[src/rtl/tick_sched_pkg.sv]
// Shared constants for the tick scheduler: the channel modes and the channel FSM states.
// There are no ports. Other files pull these in with import tick_sched_pkg::*.
package tick_sched_pkg;

  localparam logic MODE_PERIODIC = 1'b0;
  localparam logic MODE_ONESHOT  = 1'b1;

  typedef enum logic {
    ST_IDLE = 1'b0,
    ST_RUN  = 1'b1
  } state_e;

endpackage

[src/rtl/tick_channel.sv]
// One scheduler channel. It holds the period/mode registers and runs a down-counter off base_tick.
// Ports: clk, rst, base_tick_i, start_i, stop_i, cfg_we_i/cfg_period_i/cfg_mode_i, tick_o, busy_o.
module tick_channel
  import tick_sched_pkg::*;
#(
  parameter int unsigned CW = 16
) (
  input  logic          clk,
  input  logic          rst,
  input  logic          base_tick_i,
  input  logic          start_i,
  input  logic          stop_i,
  input  logic          cfg_we_i,
  input  logic [CW-1:0] cfg_period_i,
  input  logic          cfg_mode_i,
  output logic          tick_o,
  output logic          busy_o
);

  state_e        state_q;
  logic [CW-1:0] cnt_q;
  logic [CW-1:0] period_q;
  logic          mode_q;
  logic          tick_q;

  // Start and reload read period_q before any same-edge cfg write lands.
  // This means a write takes effect only from the next reload onward.
  always_ff @(posedge clk) begin
    if (rst) begin
      state_q  <= ST_IDLE;
      cnt_q    <= '0;
      period_q <= '0;
      mode_q   <= MODE_PERIODIC;
      tick_q   <= 1'b0;
    end else begin
      tick_q <= 1'b0;
      if (cfg_we_i) begin
        period_q <= cfg_period_i;
        mode_q   <= cfg_mode_i;
      end
      if (stop_i) begin
        state_q <= ST_IDLE;
      end else if (start_i && (period_q != '0)) begin
        cnt_q   <= period_q;
        state_q <= ST_RUN;
      end else if ((state_q == ST_RUN) && base_tick_i) begin
        if (cnt_q != CW'(1)) begin
          cnt_q <= cnt_q - CW'(1);
        end else begin
          tick_q <= 1'b1;
          if ((mode_q == MODE_ONESHOT) || (period_q == '0)) begin
            state_q <= ST_IDLE;
          end else begin
            cnt_q <= period_q;
          end
        end
      end
    end
  end

  assign tick_o = tick_q;
  assign busy_o = (state_q == ST_RUN);

endmodule

[src/rtl/tick_scheduler.sv]
// Shared free-running prescaler that drives NCH independent tick channels.
// Ports: clk, rst, cfg_we/cfg_ch/cfg_period/cfg_mode, start, stop, tick, busy, base_tick.
module tick_scheduler
  import tick_sched_pkg::*;
#(
  parameter int unsigned CLK_HZ  = 100_000_000,
  parameter int unsigned BASE_HZ = 1_000,
  parameter int unsigned NCH     = 4,
  parameter int unsigned CW      = 16,
  localparam int unsigned CHW    = (NCH > 1) ? $clog2(NCH) : 1
) (
  input  logic           clk,
  input  logic           rst,
  input  logic           cfg_we,
  input  logic [CHW-1:0] cfg_ch,
  input  logic [CW-1:0]  cfg_period,
  input  logic           cfg_mode,
  input  logic [NCH-1:0] start,
  input  logic [NCH-1:0] stop,
  output logic [NCH-1:0] tick,
  output logic [NCH-1:0] busy,
  output logic           base_tick
);

  localparam int unsigned PRESCALE = CLK_HZ / BASE_HZ;
  localparam int unsigned PW       = $clog2(PRESCALE);

  logic [PW-1:0] pcnt_q, pcnt_d;
  logic          btick_q, btick_d;
  logic          pwrap;

  assign pwrap = (pcnt_q == PW'(PRESCALE - 1));

  always_comb begin
    pcnt_d  = pwrap ? '0 : pcnt_q + PW'(1);
    btick_d = pwrap;
  end

  always_ff @(posedge clk) begin
    if (rst) begin
      pcnt_q  <= '0;
      btick_q <= 1'b0;
    end else begin
      pcnt_q  <= pcnt_d;
      btick_q <= btick_d;
    end
  end

  assign base_tick = btick_q;

  for (genvar i = 0; i < NCH; i++) begin : g_ch
    logic we;
    // If the index is out of range, it matches no channel and the write is dropped.
    assign we = cfg_we && (32'(cfg_ch) == i);

    tick_channel #(.CW(CW)) u_ch (
      .clk         (clk),
      .rst         (rst),
      .base_tick_i (btick_q),
      .start_i     (start[i]),
      .stop_i      (stop[i]),
      .cfg_we_i    (we),
      .cfg_period_i(cfg_period),
      .cfg_mode_i  (cfg_mode),
      .tick_o      (tick[i]),
      .busy_o      (busy[i])
    );
  end

endmodule

[config.mk]
export PLATFORM = sky130hd
export DESIGN_NAME = tick_scheduler
export DESIGN_NICKNAME = d
export VERILOG_FILES = /design/src/rtl/tick_sched_pkg.sv /design/src/rtl/tick_channel.sv /design/src/rtl/tick_scheduler.sv
export SDC_FILE = /design/constraint.sdc
export NUM_CORES = 1
export LEC_CHECK = 0
export CAP_MARGIN = 40
export CORE_MARGIN = 3
export CORE_UTILIZATION = 40
export DETAILED_ROUTE_END_ITERATION = 10
export DONT_BUFFER_PORTS = 1
export PLACE_DENSITY = 0.63
export SYNTH_ARGS = -nofsm -noshare
export SYNTH_HDL_FRONTEND = slang
export SYNTH_SLANG_ARGS = --single-unit
export TNS_END_PERCENT = 20
[constraint.sdc]
create_clock -name clk -period 2.6 [get_ports clk]
set_input_delay 0.26 -clock clk [delete_from_list [all_inputs] [get_ports clk]]
set_output_delay 0.26 -clock clk [all_outputs]
set_load 0.05 [all_outputs]
==> results of run 1 <==
[cell families after synthesis]
kind of cell	synth area share, %
AND/OR/NAND/NOR	22.8
AO/OA/AOI/OAI	23.6
flip-flops	37.2
buffers and inverters	7.53
multiplexers	6.25
XOR/XNOR	1.34
adder cells (fa/ha/maj)	1.32
[power by group]
| group | leakage (nW) | switching, W | internal, W |
|---|---|---|---|
| registers | 1.28 | 0.000136 | 0.00257 |
| logic | 2.32 | 0.00135 | 0.00105 |
| clock network | 0.279 | 0.00105 | 0.00144 |
[per-layer routing]
layer,vias up,track usage (%),wire [um]
met2,282,32.0,11100
met1,3762,28.0,11000
met5,-,0,41
met3,48,5.57,1880
met4,6,7.28,518
li1,3784,-,-
[sequential cells by signal, summed over array words and instances, names as in the netlist]
name                count
pcnt_q                 17
g_ch.u_ch.mode_q        4
g_ch.u_ch.busy_o        4
g_ch.u_ch.cnt_q        64
base_tick               1
g_ch.u_ch.period_q     64
g_ch.u_ch.tick_o        4
[area by class of cell]
type                    count  area [um2]  area share [%]
clock inverters            13         141            1.43
flip-flops and latches    158        3160            31.9
clock buffers              19         443            4.47
diodes                      1        2.50          0.0252
repair buffers             86         816            8.23
multi-input cells         708        4730            47.8
inverters                  73         274            2.76
well taps                 270         338            3.41
[final timing paths]
kind	endpoint	slack, ns	depth (start not counted)
setup / recovery	g_ch[0].u_ch.busy_o$_SDFFE_PP0P_	0.09	5
hold / removal	g_ch[2].u_ch.busy_o$_SDFFE_PP0P_	0.02	2
setup reg to reg	g_ch[0].u_ch.busy_o$_SDFFE_PP0P_	0.09	5
hold reg to reg	pcnt_q[0]$_SDFF_PP0_	0.44	1
[per-stage QoR]
step           setup WS [ns]  cells
4_1_cts               0.0164   1327
5_1_grt              -0.0171   1328
3_5_place_dp           0.176   1249
2_1_floorplan          0.226   1009
6_report              0.0899   1328
3_3_place_gp           0.211   1248
[synth_stat cells, types with 3 or more instances]
cell / number
nor2_1: 61
o32ai_2: 20
and2_1: 4
nor4b_1: 3
and3_1: 11
buf_6: 6
nand2_1: 165
a211oi_1: 3
nor2b_1: 4
nand3b_1: 3
a22oi_1: 18
nor4_1: 24
o21ai_0: 5
or3_1: 9
a21oi_1: 71
o31ai_1: 3
a32oi_1: 3
a211o_1: 5
xnor2_1: 4
nand2b_1: 7
buf_1: 4
or2_2: 5
nand4_1: 13
dfxtp_1: 158
nor3_1: 23
and4_1: 5
buf_4: 13
o41ai_1: 4
clkbuf_1: 39
ha_1: 9
a2bb2oi_1: 10
buf_2: 8
nor3b_1: 5
a221oi_1: 27
or4_4: 5
inv_1: 73
nand3_1: 26
mux2i_1: 52
o32ai_1: 36
xor2_1: 9
or4_1: 14
[repair_timing]
| item | in CTS | in global routing |
|---|---|---|
| endpoints found under the setup margin | 0 | 2 |
| endpoints found under the hold margin | 133 | 0 |
| gates resized for setup | 0 | 3 |
| hold buffers | 46 | 0 |
[worst register-to-register path, cell delays in order, from the launching register on]
cell,delay (ns)
dfxtp_1,0.32
or4_1,0.59
o41a_1,0.46
o41ai_1,0.33
a211oi_1,0.13
dlygate4sd3_1,0.57
==> flow_summary.toml, run 1 <==
[finish]
fillers = 2023
layout_common_cells = "nand2_1, dfxtp_1, inv_1"
mostFrequentLayoutCell = "nand2_1"
drive_gt1_share_pct = 11.5
fin_area_um2 = 9910
syn_to_final_growth_pct = 16.5
final_nets = 1083
final_util_pct = 48.2

[cts]
cts.clk_slew.worst_paths_ns = 0.07
clk_path_buf_depth = 2
clk_latency_ns = 0.43
cts_sinks = 158
htreeDepth = 4
numCtsBuffers = 17
clockRootBuffer = "clkbuf_16"
post_cts_buffers = 0
cts_tree = "built"

[power]
power-per-cell-area_nw_per_um2 = 767
power_leakage_nw = 3.88
totalPowerFinal_w = 0.00760
ir_drop_mv = 0.396

[routing]
route.vias.total = 7882
dr.pass1.iters = 5
viasPerCell = 5.94
antenna_left = 0
routed_wl_um = 24500
drt-initial-drc-count = 672
drc = 0
avgRoutedWirePerCell_um = 18.4

[synth]
avgSynthCellArea_um2 = 8.43
syn_area_um2 = 8510
async_flop_share_pct = 0
synth_cells = 1009
yosys_warnings = 0
synth_top_area_share_pct = 37.2
synth_edf_count = 0
ys_ff_latch = 158
yosysTopAreaCell = "dfxtp_1"
yosysSeqAreaShare_pct = 37.2
synth_area_leaders = "dfxtp_1, nand2_1, mux2i_1"
yosysUniqueCellTypes = 71
synth_nets = 1048
ys.flop_type = "dfxtp_1"

[sta]
finClkSkew_ns = 0.0110
fmax_mhz = 398
drv_slew = 0
timing.setup.tns_ns = 0
rsz0062_at_grt = "true"
setup_viol = 0
worstMarginPinSlew_ns = 0.697
holdWs_ns = 0.0152
period_needed_ns = 2.51
hold_viol_final = 0
relSlewSlack_pct = 53.4
fin_crit_sh_pct = 96.5

[critical_path]
crit_family = "compound AO/OA/AOI/OAI gates"
crit_start = "g_ch[0].u_ch.period_q[10]$_SDFFE_PP0P_"
cp_slowest_cell = "or4_1"
required_ns = 2.92
worstPathArrival_ns = 2.83
crit_fanout = 3
crit_chain = "or4_1, o41a_1, o41ai_1, a211oi_1, dlygate4sd3_1"
endpoint_kind = "register"
r2r-start = "g_ch[0].u_ch.period_q[10]$_SDFFE_PP0P_"
path_class = "register to register"
critPathMaxStageDelay_ns = 0.59
crit_buf_inv = 1
startpoint_type = "register"

[floorplanning]
io_pins = 39
coreArea_um2 = 20600
die_w_um = 152
rows = 52
die_area_um2 = 23100
start_util_pct = 41.4
die_y_um = 152

[global_routing]
grt_pass1_vias = 7620
antenna_found_initial = 4
grt_use_total_pct = 20.7
grt_pass1_wl_um = 39800
grt-ovfl-total = 0
grt_max_degree = 110

[place]
dp_hpwl_um = 15800
port_buffers = 0
placed_area_um2 = 8830
place_congestion = 0.841

[hold_path]
worstHoldStart = "stop[2]"
min_path_type = "input pin to register"

[flow_run]
max_cap_viol_count = 0

[run_status]
status = "finished clean"
Note: power is estimated with default switching activity, not from simulation.
==> inputs of run 2 (changes only) <==
--- a/config.mk
+++ b/config.mk
@@ -5,7 +5,7 @@
 export SDC_FILE = /design/constraint.sdc
 export NUM_CORES = 1
 export LEC_CHECK = 0
-export CAP_MARGIN = 40
+export CAP_MARGIN = 10
 export CORE_MARGIN = 3
 export CORE_UTILIZATION = 40
 export DETAILED_ROUTE_END_ITERATION = 10
==> run 2 against run 1 <==
Compared with the run above:
- setup slack better by 0.052 ns
- global-route usage down 0.050 points
- combinational power about the same
- largest cell class unchanged
- via count down 0.81%
- sequential cell count unchanged
- count of clock-buffer cells in the layout up 1
- hold slack better by 0.017 ns
- register-to-register slack better by 0.05 ns
- sequential share of layout area down 0.14 points
==> flow_summary.toml, run 2 (synthesis gave the netlist of run 1 again) <==
[finish]
fillers = 1994
top_regs = "g_ch.u_ch.cnt_q: 64 flops, g_ch.u_ch.period_q: 64 flops, pcnt_q: 17 flops"
mostFrequentLayoutCell = "nand2_1"
fin_area_um2 = 9950
final_cells = 1326
drive_gt1_share_pct = 11.1
final_nets = 1082
layout_common_cells = "nand2_1, dfxtp_1, inv_1"
syn_to_final_growth_pct = 17.0

[cts]
clockRootBuffer = "clkbuf_16"
htreeDepth = 4
clk_path_buf_depth = 2
cts.clk_slew.worst_paths_ns = 0.06
numCtsBuffers = 17
cts_tree = "built"
clk_latency_ns = 0.43
cts_sinks = 158

[global_routing]
antenna_found_initial = 1
grt_max_degree = 111
grt_pass1_vias = 7557
grt_pass1_wl_um = 39500
grt-ovfl-total = 0
grt_use_total_pct = 20.7

[critical_path]
cp_slowest_cell = "or4_1"
startpoint_type = "register"
endpoint_kind = "register"
crit_family = "compound AO/OA/AOI/OAI gates"
reg2reg_depth = 5
r2r_end = "g_ch[0].u_ch.busy_o$_SDFFE_PP0P_"
cp.depth = 5
r2r-start = "g_ch[0].u_ch.period_q[10]$_SDFFE_PP0P_"
rrSetupSlack_ns = 0.14
crit_fanout = 3
required_ns = 2.92
crit_chain = "or4_1, o41a_1, o41ai_1, a211oi_1, dlygate4sd3_1"
path_class = "register to register"
crit_buf_inv = 1
worstPathArrival_ns = 2.78
critPathMaxStageDelay_ns = 0.59

[floorplanning]
rows = 52
die_y_um = 152
start_util_pct = 41.4
die_w_um = 152
io_pins = 39
die_area_um2 = 23100
coreArea_um2 = 20600

[routing]
drc = 0
route.vias.total = 7818
routed_wl_um = 24200
avgRoutedWirePerCell_um = 18.3
antenna_left = 0
drt-initial-drc-count = 583
viasPerCell = 5.90
dr.pass1.iters = 6

[place]
place_congestion = 0.841
port_buffers = 0
dp.cells = 1248
dp_hpwl_um = 15800
placed_area_um2 = 8820

[power]
ir_drop_mv = 0.444
internal_power_w = 0.00541
clkPwrFrac_pct = 35.5
switching_share_pct = 31.5
power-per-cell-area_nw_per_um2 = 794
pwr-share-comb_pct = 30.2
power_leakage_nw = 3.91
p_switching_w = 0.00249
power_frac_seq_pct = 34.2

[sta]
hold_viol_final = 0
relSlewSlack_pct = 35.5
rsz0062_at_grt = "false"
fmax_mhz = 407
timing.setup.tns_ns = 0
finClkSkew_ns = 0.00932
setup_viol = 0
period_needed_ns = 2.46
drv_slew = 0
fin_crit_sh_pct = 94.5
worstMarginPinSlew_ns = 0.963

[hold_path]
hold_path_depth = 2
worstHoldStart = "start[1]"
whs_endpoint = "g_ch[1].u_ch.busy_o$_SDFFE_PP0P_"
min_path_type = "input pin to register"

[run_status]
status = "finished clean"

[flow_run]
max_cap_viol_count = 0
-- run 2: changes by cell type in the layout (fill, tap and decap cells not counted), sizes merged --
cell,change
buf,-1
bufinv,+4
clkbuf,+1
clkinv,-3
clkinvlp,-3
-- run 2: worst max-delay path by stage --
stage,endpoint,slack (ns),from
after floorplan,g_ch[1].u_ch.cnt_q[13]$_SDFFE_PP0P_,0.23,base_tick$_SDFF_PP0_
after global placement,g_ch[0].u_ch.cnt_q[14]$_SDFFE_PP0P_,0.21,g_ch[0].u_ch.cnt_q[0]$_SDFFE_PP0P_
after detailed placement,g_ch[0].u_ch.cnt_q[14]$_SDFFE_PP0P_,0.18,g_ch[0].u_ch.cnt_q[0]$_SDFFE_PP0P_
after CTS,g_ch[3].u_ch.busy_o$_SDFFE_PP0P_,0.14,g_ch[3].u_ch.period_q[0]$_SDFFE_PP0P_
after global routing,g_ch[0].u_ch.busy_o$_SDFFE_PP0P_,0.01,g_ch[0].u_ch.cnt_q[7]$_SDFFE_PP0P_
final,g_ch[0].u_ch.busy_o$_SDFFE_PP0P_,0.14,g_ch[0].u_ch.period_q[10]$_SDFFE_PP0P_
-- run 2: area by class of cell --
type | instances | area [um2] | area share (%)
Multi-Input combinational cell | 708 | 4720 | 47.4
Clock buffer | 20 | 437 | 4.39
Antenna cell | 1 | 2.50 | 0.0251
Clock inverter | 11 | 213 | 2.14
Timing Repair Buffer | 85 | 808 | 8.12
Sequential cell | 158 | 3160 | 31.8
Tap cell | 270 | 338 | 3.39
Inverter | 73 | 274 | 2.75
-- run 2: power groups by stage --
stage	clock [W]	combinational [W]	sequential (W)
after floorplan	0	0.00180	0.00272
after global placement	0	0.00224	0.00275
after detailed placement	0	0.00226	0.00275
after CTS	0.00284	0.00237	0.00270
after global routing	0.00294	0.00264	0.00272
final	0.00281	0.00239	0.00270
-- run 2: stage by stage --
stage               util [%]  setup WS [ns]  power, W  hold WS [ns]
CTS                     48.4          0.138   0.00791       0.00354
global route            48.4         0.0119   0.00830        0.0146
global placement        42.9          0.211   0.00500         0.342
floorplan                  -          0.226   0.00452         0.338
finish                  48.4          0.142   0.00790        0.0320
detailed placement      42.9          0.182   0.00501         0.344
-- run 2: timing repair --
item                                    in CTS  in global routing
buffers inserted                             0                  0
gates resized for setup                      0                  1
endpoints found under the setup margin       0                  1
hold buffers                                46                  0
hold endpoints to repair                   136                  0
-- run 2: worst register-to-register path: cells and delay by family, from the launching register on --
family / cells / cell delay [ns]
and+or+nand+nor: 1 / 0.59
DFF: 1 / 0.32
AOI/OAI and AO/OA: 3 / 0.88
buffers and inverters: 1 / 0.57
-- run 2: per-layer routing --
layer / part of all wire (%) / global-route usage [%] / routed length, um / up-vias
met4: 1.9 / 6.85 / 463 / 0
met1: 46 / 28.3 / 11200 / 3783
li1: - / - / - / 3770
met3: 6.3 / 4.89 / 1530 / 37
met2: 46 / 32.2 / 11000 / 228
met5: 0 / 0 / 0 / -
